## config.mk

```make
export PLATFORM = sky130hd
export DESIGN_NAME = uncached_access_unit
export DESIGN_NICKNAME = d
export VERILOG_FILES = /design/src/rtl/uncached_access_unit_pkg.sv /design/src/rtl/uncached_wbuf.sv /design/src/rtl/uncached_access_unit.sv
export SDC_FILE = /design/constraint.sdc
export NUM_CORES = 1
export LEC_CHECK = 0
export BUFFER_PORTS_ARGS = -buffer_cell sky130_fd_sc_hd__buf_2
export CAP_MARGIN = 40
export CORE_AREA = 8 8 241 243
export CTS_CLUSTER_DIAMETER = 60
export DETAILED_ROUTE_END_ITERATION = 10
export DIE_AREA = 0 0 249 251
export PLACE_DENSITY = 0.45
export SYNTH_ARGS = -nofsm -noshare
export SYNTH_HDL_FRONTEND = slang
export SYNTH_SLANG_ARGS = --single-unit
```

## constraint.sdc

```tcl
create_clock -name clk -period 3.77 [get_ports clk]
set_clock_uncertainty 0.1 [all_clocks]
set_input_delay 0.5655 -clock clk [delete_from_list [all_inputs] [get_ports clk]]
set_output_delay 0.5655 -clock clk [all_outputs]
set_load 0.05 [all_outputs]
```

## src/rtl/uncached_access_unit_pkg.sv

```systemverilog
// Shared types for the uncached access unit: bus widths, the buffered store
// record and the read-sequencing state encoding.
package uncached_access_unit_pkg;

    localparam int unsigned ADDR_W = 32;
    localparam int unsigned DATA_W = 32;
    localparam int unsigned BE_W   = 4;

    typedef logic [ADDR_W-1:0] phys_t;
    typedef logic [DATA_W-1:0] uint32_t;

    // One posted uncached store
    typedef struct packed {
        phys_t           addr;
        uint32_t         data;
        logic [BE_W-1:0] be;
    } uncached_req_t;

    typedef enum logic [2:0] {
        ST_IDLE,
        ST_RD_DRAIN,
        ST_RD_REQ,
        ST_RD_RESP,
        ST_RD_DONE
    } uncached_state_t;

endpackage

```

## src/rtl/uncached_wbuf.sv

```systemverilog
// Synchronous FIFO of posted uncached stores.
// Ports: clk, rst (sync, active-high); push/push_data write the tail when not
// full; pop retires the head when not empty; head is the oldest entry;
// full/empty/one_left are registered occupancy flags.
module uncached_wbuf
    import uncached_access_unit_pkg::*;
#(
    parameter int unsigned DEPTH = 4
) (
    input  logic          clk,
    input  logic          rst,
    input  logic          push,
    input  uncached_req_t push_data,
    input  logic          pop,
    output uncached_req_t head,
    output logic          full,
    output logic          empty,
    output logic          one_left
);

    localparam int unsigned PTR_W = $clog2(DEPTH);
    localparam int unsigned CNT_W = $clog2(DEPTH + 1);

    uncached_req_t    entries [DEPTH];
    logic [PTR_W-1:0] wr_ptr;
    logic [PTR_W-1:0] rd_ptr;
    logic [CNT_W-1:0] count;
    logic             do_push;
    logic             do_pop;

    assign do_push = push && !full;
    assign do_pop  = pop && !empty;

    // Storage needs no reset; only the pointers define validity
    always_ff @(posedge clk) begin
        if (do_push) begin
            entries[wr_ptr] <= push_data;
        end
    end

    // Pointers wrap naturally since DEPTH is a power of two
    always_ff @(posedge clk) begin
        if (rst) begin
            wr_ptr <= '0;
            rd_ptr <= '0;
            count  <= '0;
        end else begin
            if (do_push) begin
                wr_ptr <= wr_ptr + PTR_W'(1);
            end
            if (do_pop) begin
                rd_ptr <= rd_ptr + PTR_W'(1);
            end
            if (do_push && !do_pop) begin
                count <= count + CNT_W'(1);
            end else if (do_pop && !do_push) begin
                count <= count - CNT_W'(1);
            end
        end
    end

    assign head     = entries[rd_ptr];
    assign full     = (count == CNT_W'(DEPTH));
    assign empty    = (count == '0);
    assign one_left = (count == CNT_W'(1));

endmodule

```

## src/rtl/uncached_access_unit.sv

```systemverilog
// Uncached half of the CPU data bus: posts stores into a write buffer that
// drains to the downstream memory port, and runs single-beat loads that are
// ordered behind every buffered store.
// Ports: clk, rst (sync, active-high); CPU side uncached_read/uncached_write,
// address, wrdata, byteenable in, uncached_stall/uncached_rddata out; memory
// side mem_req/mem_we/mem_addr/mem_wdata/mem_be out with mem_ready handshake,
// mem_rvalid/mem_rdata read response in.
module uncached_access_unit
    import uncached_access_unit_pkg::*;
#(
    parameter int unsigned WBUF_DEPTH = 4
) (
    input  logic              clk,
    input  logic              rst,
    input  logic              uncached_read,
    input  logic              uncached_write,
    input  logic [ADDR_W-1:0] address,
    input  logic [DATA_W-1:0] wrdata,
    input  logic [BE_W-1:0]   byteenable,
    output logic              uncached_stall,
    output logic [DATA_W-1:0] uncached_rddata,
    output logic              mem_req,
    output logic              mem_we,
    output logic [ADDR_W-1:0] mem_addr,
    output logic [DATA_W-1:0] mem_wdata,
    output logic [BE_W-1:0]   mem_be,
    input  logic              mem_ready,
    input  logic              mem_rvalid,
    input  logic [DATA_W-1:0] mem_rdata
);

    uncached_state_t state;
    phys_t           rd_addr;
    uncached_req_t   wr_req;
    uncached_req_t   head;
    logic            wb_push;
    logic            wb_pop;
    logic            wb_full;
    logic            wb_empty;
    logic            wb_one_left;
    logic            drained;

    assign wr_req = '{addr: address, data: wrdata, be: byteenable};

    // Stores are taken only in IDLE; a simultaneous read takes precedence
    assign wb_push = (state == ST_IDLE) && uncached_write && !uncached_read && !wb_full;
    // Whenever the buffer holds data its head is on the port, so ready pops it
    assign wb_pop  = !wb_empty && mem_ready;
    // Buffer is empty now or becomes empty at this edge
    assign drained = wb_empty || (wb_pop && wb_one_left);

    uncached_wbuf #(
        .DEPTH (WBUF_DEPTH)
    ) u_wbuf (
        .clk       (clk),
        .rst       (rst),
        .push      (wb_push),
        .push_data (wr_req),
        .pop       (wb_pop),
        .head      (head),
        .full      (wb_full),
        .empty     (wb_empty),
        .one_left  (wb_one_left)
    );

    // Read sequencing; the drain wait is skipped when nothing is buffered
    always_ff @(posedge clk) begin
        if (rst) begin
            state           <= ST_IDLE;
            rd_addr         <= '0;
            uncached_rddata <= '0;
        end else begin
            unique case (state)
                ST_IDLE: begin
                    if (uncached_read) begin
                        rd_addr <= address;
                        state   <= drained ? ST_RD_REQ : ST_RD_DRAIN;
                    end
                end
                ST_RD_DRAIN: begin
                    if (drained) begin
                        state <= ST_RD_REQ;
                    end
                end
                ST_RD_REQ: begin
                    if (mem_ready) begin
                        state <= ST_RD_RESP;
                    end
                end
                ST_RD_RESP: begin
                    if (mem_rvalid) begin
                        uncached_rddata <= mem_rdata;
                        state           <= ST_RD_DONE;
                    end
                end
                ST_RD_DONE: begin
                    state <= ST_IDLE;
                end
                default: begin
                    state <= ST_IDLE;
                end
            endcase
        end
    end

    // Stall uses only registered full, never the downstream handshake
    always_comb begin
        uncached_stall = 1'b1;
        unique case (state)
            ST_IDLE:    uncached_stall = uncached_read || (uncached_write && wb_full);
            ST_RD_DONE: uncached_stall = 1'b0;
            default:    uncached_stall = 1'b1;
        endcase
    end

    // Downstream port is driven purely from registered state, so it holds
    // steady until accepted
    always_comb begin
        mem_req   = 1'b0;
        mem_we    = 1'b0;
        mem_addr  = '0;
        mem_wdata = '0;
        mem_be    = '0;
        if (state == ST_RD_REQ) begin
            mem_req  = 1'b1;
            mem_addr = rd_addr;
            mem_be   = '1;
        end else if (!wb_empty) begin
            mem_req   = 1'b1;
            mem_we    = 1'b1;
            mem_addr  = head.addr;
            mem_wdata = head.data;
            mem_be    = head.be;
        end
    end

endmodule

```

[After elaboration in Yosys (flattened, before gate mapping)]
Memories as Yosys holds them, arrays and structs flattened. A register that Yosys moved wholly into a read port is not among the register bits.
Index checks and enable logic that the tools add are counted.
Word-level totals
  logic and storage cells: 66
  output and inout port bits: 103
  memories kept: 1
  bits in writable memories: 272
  bits of input ports: 106
  register bits after elaboration: 74
Operators by class
  equality and inequality tests: 10
  mux-type cells: 22
  reduce and logical (&&, ||, !) cells: 23
  add/subtract/negate cells: 4
Memory list
  u_wbuf.entries: depth 4, width 68, rd ports 1, clocked after Yosys merged registers in 1, wr ports 1, line uncached_wbuf.sv:24  | uncached_req_t entries [DEPTH];
Operators with widths (count)
  two-way mux 32 bit: 4
  two-way mux 3 bit: 6
  case mux 3 bit (4 select lines): 1
  logical AND 1 bit: 10
  two-way mux 4 bit: 2
  != test 2 bit (second input constant): 4
  equality test 3 x 1 -> 1 bit (second input constant): 2
  equality test 3 x 2 -> 1 bit (second input constant): 2
  equality test 3 bit (second input constant): 2
  logical NOT 3 bit: 2
  two-way mux 2 bit: 3
  logical NOT 1 bit: 5
  two-way mux 1 bit: 5
  adder 2 x 1 -> 2 bit (second input constant): 2
  AND reduction 2 bit: 2
  AND reduction 4 bit: 1
  adder 3 x 1 -> 3 bit (second input constant): 1
  subtractor 3 x 1 -> 3 bit (second input constant): 1
  logical OR 1 bit: 2
  case mux 1 bit (2 select lines): 1
  nonzero test 2 bit: 1

[Longest topological paths before layout]
  word-level depth: 9
  depth in mapped cells: 8
  mapped depth without buffers: 8

[Cells and area by module]
From an unflattened synthesis, not the netlist that was laid out.
Second synthesis, totals
  cell total of the unflattened synthesis: 801
  area total of the unflattened synthesis: 13382.8 sq um
By module, submodules not included
  uncached_wbuf: cells an instance 411, area an instance 10348.7 sq um, sequential area each 8348.0 sq um, times used 1
  uncached_access_unit: cells an instance 390, area an instance 3034.2 sq um, sequential area each 1341.3 sq um, times used 1

[Worst setup path before layout]
OpenSTA, ideal clock, no wires.
  path type: reg2reg
  from: register state[0]
  to: memory u_wbuf.entries[0][0] (netlist bit) (enable)
  slack: 491 ps
  setup time: 433 ps
  stages on the path, launching flop included: 5
  clock period less this slack: 3279 ps
  buffers on the path: 1
  data required time: 3237 ps
  arrival time: 2745 ps
  cells stage by stage: dfxtp_1 -> buf_2 -> or3_1 -> nor3_2 -> and2_1
Between the ends
  cells in the longest elaborated chain, start to end: 7
RTL lines
  from (decl): line uncached_access_unit.sv:32  | uncached_state_t state;
  from (signal assigned): line uncached_access_unit.sv:77  | state <= drained ? ST_RD_REQ : ST_RD_DRAIN;
  logical NOT 3 bit: line uncached_access_unit.sv:46  | assign wb_push = (state == ST_IDLE) && uncached_write && !uncached_read && !wb_full;
  logical AND 1 bit (3 in series): line uncached_access_unit.sv:46
  logical AND 1 bit: line uncached_wbuf.sv:31  | assign do_push = push && !full;
  net u_wbuf.do_push: line uncached_wbuf.sv:28  | logic do_push;
  two-way mux 1 bit: line uncached_wbuf.sv:36  | if (do_push) begin
  two-way mux 1 bit (not written as such): line uncached_wbuf.sv:37  | entries[wr_ptr] <= push_data;
  to (decl): line uncached_wbuf.sv:24
The timed path passes the listed nets, and every way through them passes these cells.

[Worst setup path after layout]
  from: register u_wbuf.count[0]
  to: output mem_addr[11]
Between the ends
  cells in the longest elaborated chain, start to end: 3
RTL lines
  from (decl): line uncached_wbuf.sv:27  | logic [CNT_W-1:0] count;
  from (signal assigned): line uncached_wbuf.sv:55  | count <= count + CNT_W'(1);
  from (signal assigned): line uncached_wbuf.sv:57  | count <= count - CNT_W'(1);
  logical NOT 3 bit: line uncached_wbuf.sv:64  | assign empty = (count == '0);
  two-way mux 32 bit: line uncached_access_unit.sv:128  | end else if (!wb_empty) begin
  two-way mux 32 bit: line uncached_access_unit.sv:124  | if (state == ST_RD_REQ) begin
  to (decl): line uncached_access_unit.sv:24  | output logic [ADDR_W-1:0] mem_addr,
Every way passes these cells.

==> run_results.csv <==
group,metric,value,unit
run_status,status,"complete, no violations",
clock_tree,postCtsSetupBuffers,0,
synthesis,yosys_warnings,0,
synthesis,seq_cells_post_synth,348,
synthesis,most_frequently_used_cell_type_in_the_post_synthesis_netlist,"sky130_fd_sc_hd__edfxtp_1",
power_and_ir_drop,power.leakage,5.796,nW
synthesis,netlist_area,13340,µm²
clock_tree,worst_skew_pair.late_latency,0.55,ns
sta,tightest_slew,0.5132,ns
global_route,antenna_violations_before_repair,0,
clock_tree,cts_htree_levels,2,
sta,maxSlewHeadroom,65.64,%
place,hpwl,20480,µm
clock_tree,tritoncts,"done",
clock_tree,cts.root.buffer_cell,"sky130_fd_sc_hd__clkbuf_16",
clock_tree,clock_sink_count,348,
sta,holdWs,0.1340,ns
routing,drt-vias-per-instance,4.294,
sta,hold_violations,0,
routing,remaining_drc_errors,0,
synthesis,synthDominantAreaCellType,"sky130_fd_sc_hd__edfxtp_1",
floorplan,start_util,24.55,%
sta,report.final.slew_viol_count,0,
cells_and_area,nNetsFinal,1134,
global_route,grt_max_degree,62,
critical_path,signal_arrival_time_at_the_worst_endpoint,2.56,ns
critical_path,regToRegSetupSlack,1.20,ns
global_route,grt_first_pass_wirelength,50630,µm
clock_tree,cts_resized,0,
floorplan,std_cell_rows,86,
clock_tree,max-clock-path-buffers,3,
clock_tree,holdBufCountCts,0,
clock_tree,tritoncts.num_buffers,42,
synthesis,ys_async_sr_fraction,0,%
routing,drt-pass1-iter-count,4,
run,cap_viol_max_count,0,
sta,finalSetupTns,0,ns
routing,dr.first_iter.drc_count,449,
sta,unrepaired_setup_endpoints_after_global_routing,"no",
sta,post-route-worst-setup-slack,0.5433,ns
place,globalplace.congestion,0.7054,
global_route,grt_usage,10.48,%
sta,setup_viol,0,
sta,achievable-frequency,309.9,MHz
synthesis,syn_area_per_cell,16.72,µm²
floorplan,die_x,249,µm
sta,finalCritPeriodShare,85.59,%
routing,vias,7541,
synthesis,synth_ff_type,"sky130_fd_sc_hd__edfxtp_1",
routing,route.final.wire_length,33110,µm
cells_and_area,synthToLayoutAreaGrowth,23.98,%
floorplan,ioPinCount,209,
cells_and_area,fraction_of_layout_instances_using_a_drive_strength_above_1,34.70,%
cells_and_area,instances_no_fill,1756,
sta,post-route-min-period,3.227,ns
floorplan,design.core.area,54340,µm²
power_and_ir_drop,power-per-cell-area,742.1,nW/µm²
global_route,globalRoute.totalOverflow,0,
clock_tree,cts.clk_slew.worst_paths,0.06,ns
power_and_ir_drop,peakVddDrop,482.9,µV
place,detailedPlace.worstSlack,1.090,ns
place,port_buffers,208,
synthesis,syn_nets,913,
critical_path,worst_setup_path_start_kind,"flop",
critical_path,criticalPathCategory,"reg -> out",
critical_path,critical_path.max_fanout,61,
hold_path,hold_path_class,"in -> reg",
synthesis,ys_top_cells_by_count,"272 x sky130_fd_sc_hd__edfxtp_1, 130 x sky130_fd_sc_hd__nand2_1, 76 x sky130_fd_sc_hd__dfxtp_1",
routing,drtAntennaViolNets,0,
synthesis,syn_inst_count,798,
global_route,grt_pass1_vias,8010,
synthesis,synth_enable_flop_cells,272,
routing,route.detailed.wl_per_inst,18.85,µm
critical_path,endpoint_kind_of_the_worst_setup_timing_path,"primary output",
synthesis,synth_seq_area_share,72.62,%
synthesis,netlist.area_leader.share,61.22,%
cells_and_area,antenna_cells_inserted,0,
place,dp_cells,1679,
critical_path,worst_ep_required_time,3.10,ns
synthesis,most_area_consuming_cells_after_synthesis,"sky130_fd_sc_hd__edfxtp_1 61%, sky130_fd_sc_hd__mux4_2 11%, sky130_fd_sc_hd__dfxtp_1 11%",
floorplan,floorplan.die.height,251,µm
floorplan,floorplan.die_area,62500,µm²
synthesis,synth.lib_cells_used.distinct,37,
[final cells by class]
type                       instances  area, µm²
timing repair buffer             228       1291
multi-input combinational        393       3344
tap                              704      880.8
sequential                       348       9697
inverter                           6      22.52
clock inverter                    23      145.1
clock buffer                      54       1160
fill                            5400      37800
[logic make-up after synthesis]
| logic type | Yosys count | share of synthesized area (%) |
|---|---|---|
| fa+ha+maj | 9 | 0.8441 |
| mux | 71 | 11.71 |
| xor+xnor | 2 | 0.1313 |
| simple gates | 194 | 6.743 |
| buf+inv | 57 | 2.476 |
| compound gates | 117 | 5.468 |
| flops | 348 | 72.62 |
[final timing paths]
| check | startpoint | cells past startpoint | to |
|---|---|---|---|
| setup / recovery | u_wbuf.count[0] | 7 | mem_addr[11] |
| hold / removal | wrdata[7] | 1 | u_wbuf.entries[2][11] |
| setup reg to reg | u_wbuf.count[0] | 6 | u_wbuf.entries[2][25] |
| hold reg to reg | uncached_rddata[10] | 2 | uncached_rddata[10] |
[metrics by stage]
stage | utilization (%) | instance area [µm²] | power (W)
final | 30.44 | 16540 | 0.01228
after global routing | 30.44 | 16540 | 0.01286
after CTS | 30.44 | 16540 | 0.01253
after detailed placement | 28.04 | 15240 | 0.008654
after global placement | 28.04 | 15240 | 0.008635
after floorplan | - | 13340 | 0.007645
[report_power, final]
part | switching, W | internal, W | leakage [nW]
Clock | 0.00156 | 0.00224 | 0.640
Sequential | 0.000129 | 0.00443 | 3.08
Combinational | 0.00271 | 0.00120 | 2.08
Total | 0.00440 | 0.00787 | 5.80
[routing by layer]
layer / GRT usage, % / wire [µm] / up-vias
met5: 0 / 0 / -
met4: 3.466 / 755 / 0
met3: 2.726 / 1699 / 56
met2: 17.57 / 16410 / 176
met1: 13.13 / 14240 / 3811
li1: - / - / 3498
[flip-flops by register name (all words and copies together) (netlist names), named ones only]
name	cells
u_wbuf.count	3
u_wbuf.wr_ptr	2
rd_addr	32
state	3
u_wbuf.rd_ptr	2
u_wbuf.entries	272
uncached_rddata	32
[critical path, stage by stage (launching register included)]
cell and delay (ns):
sky130_fd_sc_hd__dfxtp_1 0.39, sky130_fd_sc_hd__inv_1 0.08, sky130_fd_sc_hd__ha_1 0.25, sky130_fd_sc_hd__nor2b_1 0.21, sky130_fd_sc_hd__nor2_4 0.24, sky130_fd_sc_hd__buf_12 0.30, sky130_fd_sc_hd__a22o_1 0.20, sky130_fd_sc_hd__buf_2 0.26
[cell usage in the layout, fill, tap and decap left out, types with 2 or more instances in the layout]
cell type                   count
sky130_fd_sc_hd__edfxtp_1     272
sky130_fd_sc_hd__mux2i_1        2
sky130_fd_sc_hd__clkinv_2       7
sky130_fd_sc_hd__buf_12         8
sky130_fd_sc_hd__mux4_2        68
sky130_fd_sc_hd__inv_6          3
sky130_fd_sc_hd__or3_1          2
sky130_fd_sc_hd__clkbuf_16     45
sky130_fd_sc_hd__nor2b_1        2
sky130_fd_sc_hd__clkbuf_1       9
sky130_fd_sc_hd__a21o_1         4
sky130_fd_sc_hd__ha_1           9
sky130_fd_sc_hd__dfxtp_4        2
sky130_fd_sc_hd__a22o_1        32
sky130_fd_sc_hd__and2_1        33
sky130_fd_sc_hd__and2_4         4
sky130_fd_sc_hd__o31ai_1        3
sky130_fd_sc_hd__a21oi_1       72
sky130_fd_sc_hd__nor3_1         3
sky130_fd_sc_hd__o21ai_0        4
sky130_fd_sc_hd__nand2_1      130
sky130_fd_sc_hd__nand4_1        2
sky130_fd_sc_hd__inv_1          6
sky130_fd_sc_hd__dfxtp_1       74
sky130_fd_sc_hd__nand2b_1       3
sky130_fd_sc_hd__buf_2        208
sky130_fd_sc_hd__clkinv_1      10
sky130_fd_sc_hd__buf_4         12
sky130_fd_sc_hd__nor2_1         6
(Power assumes the default switching activity.)
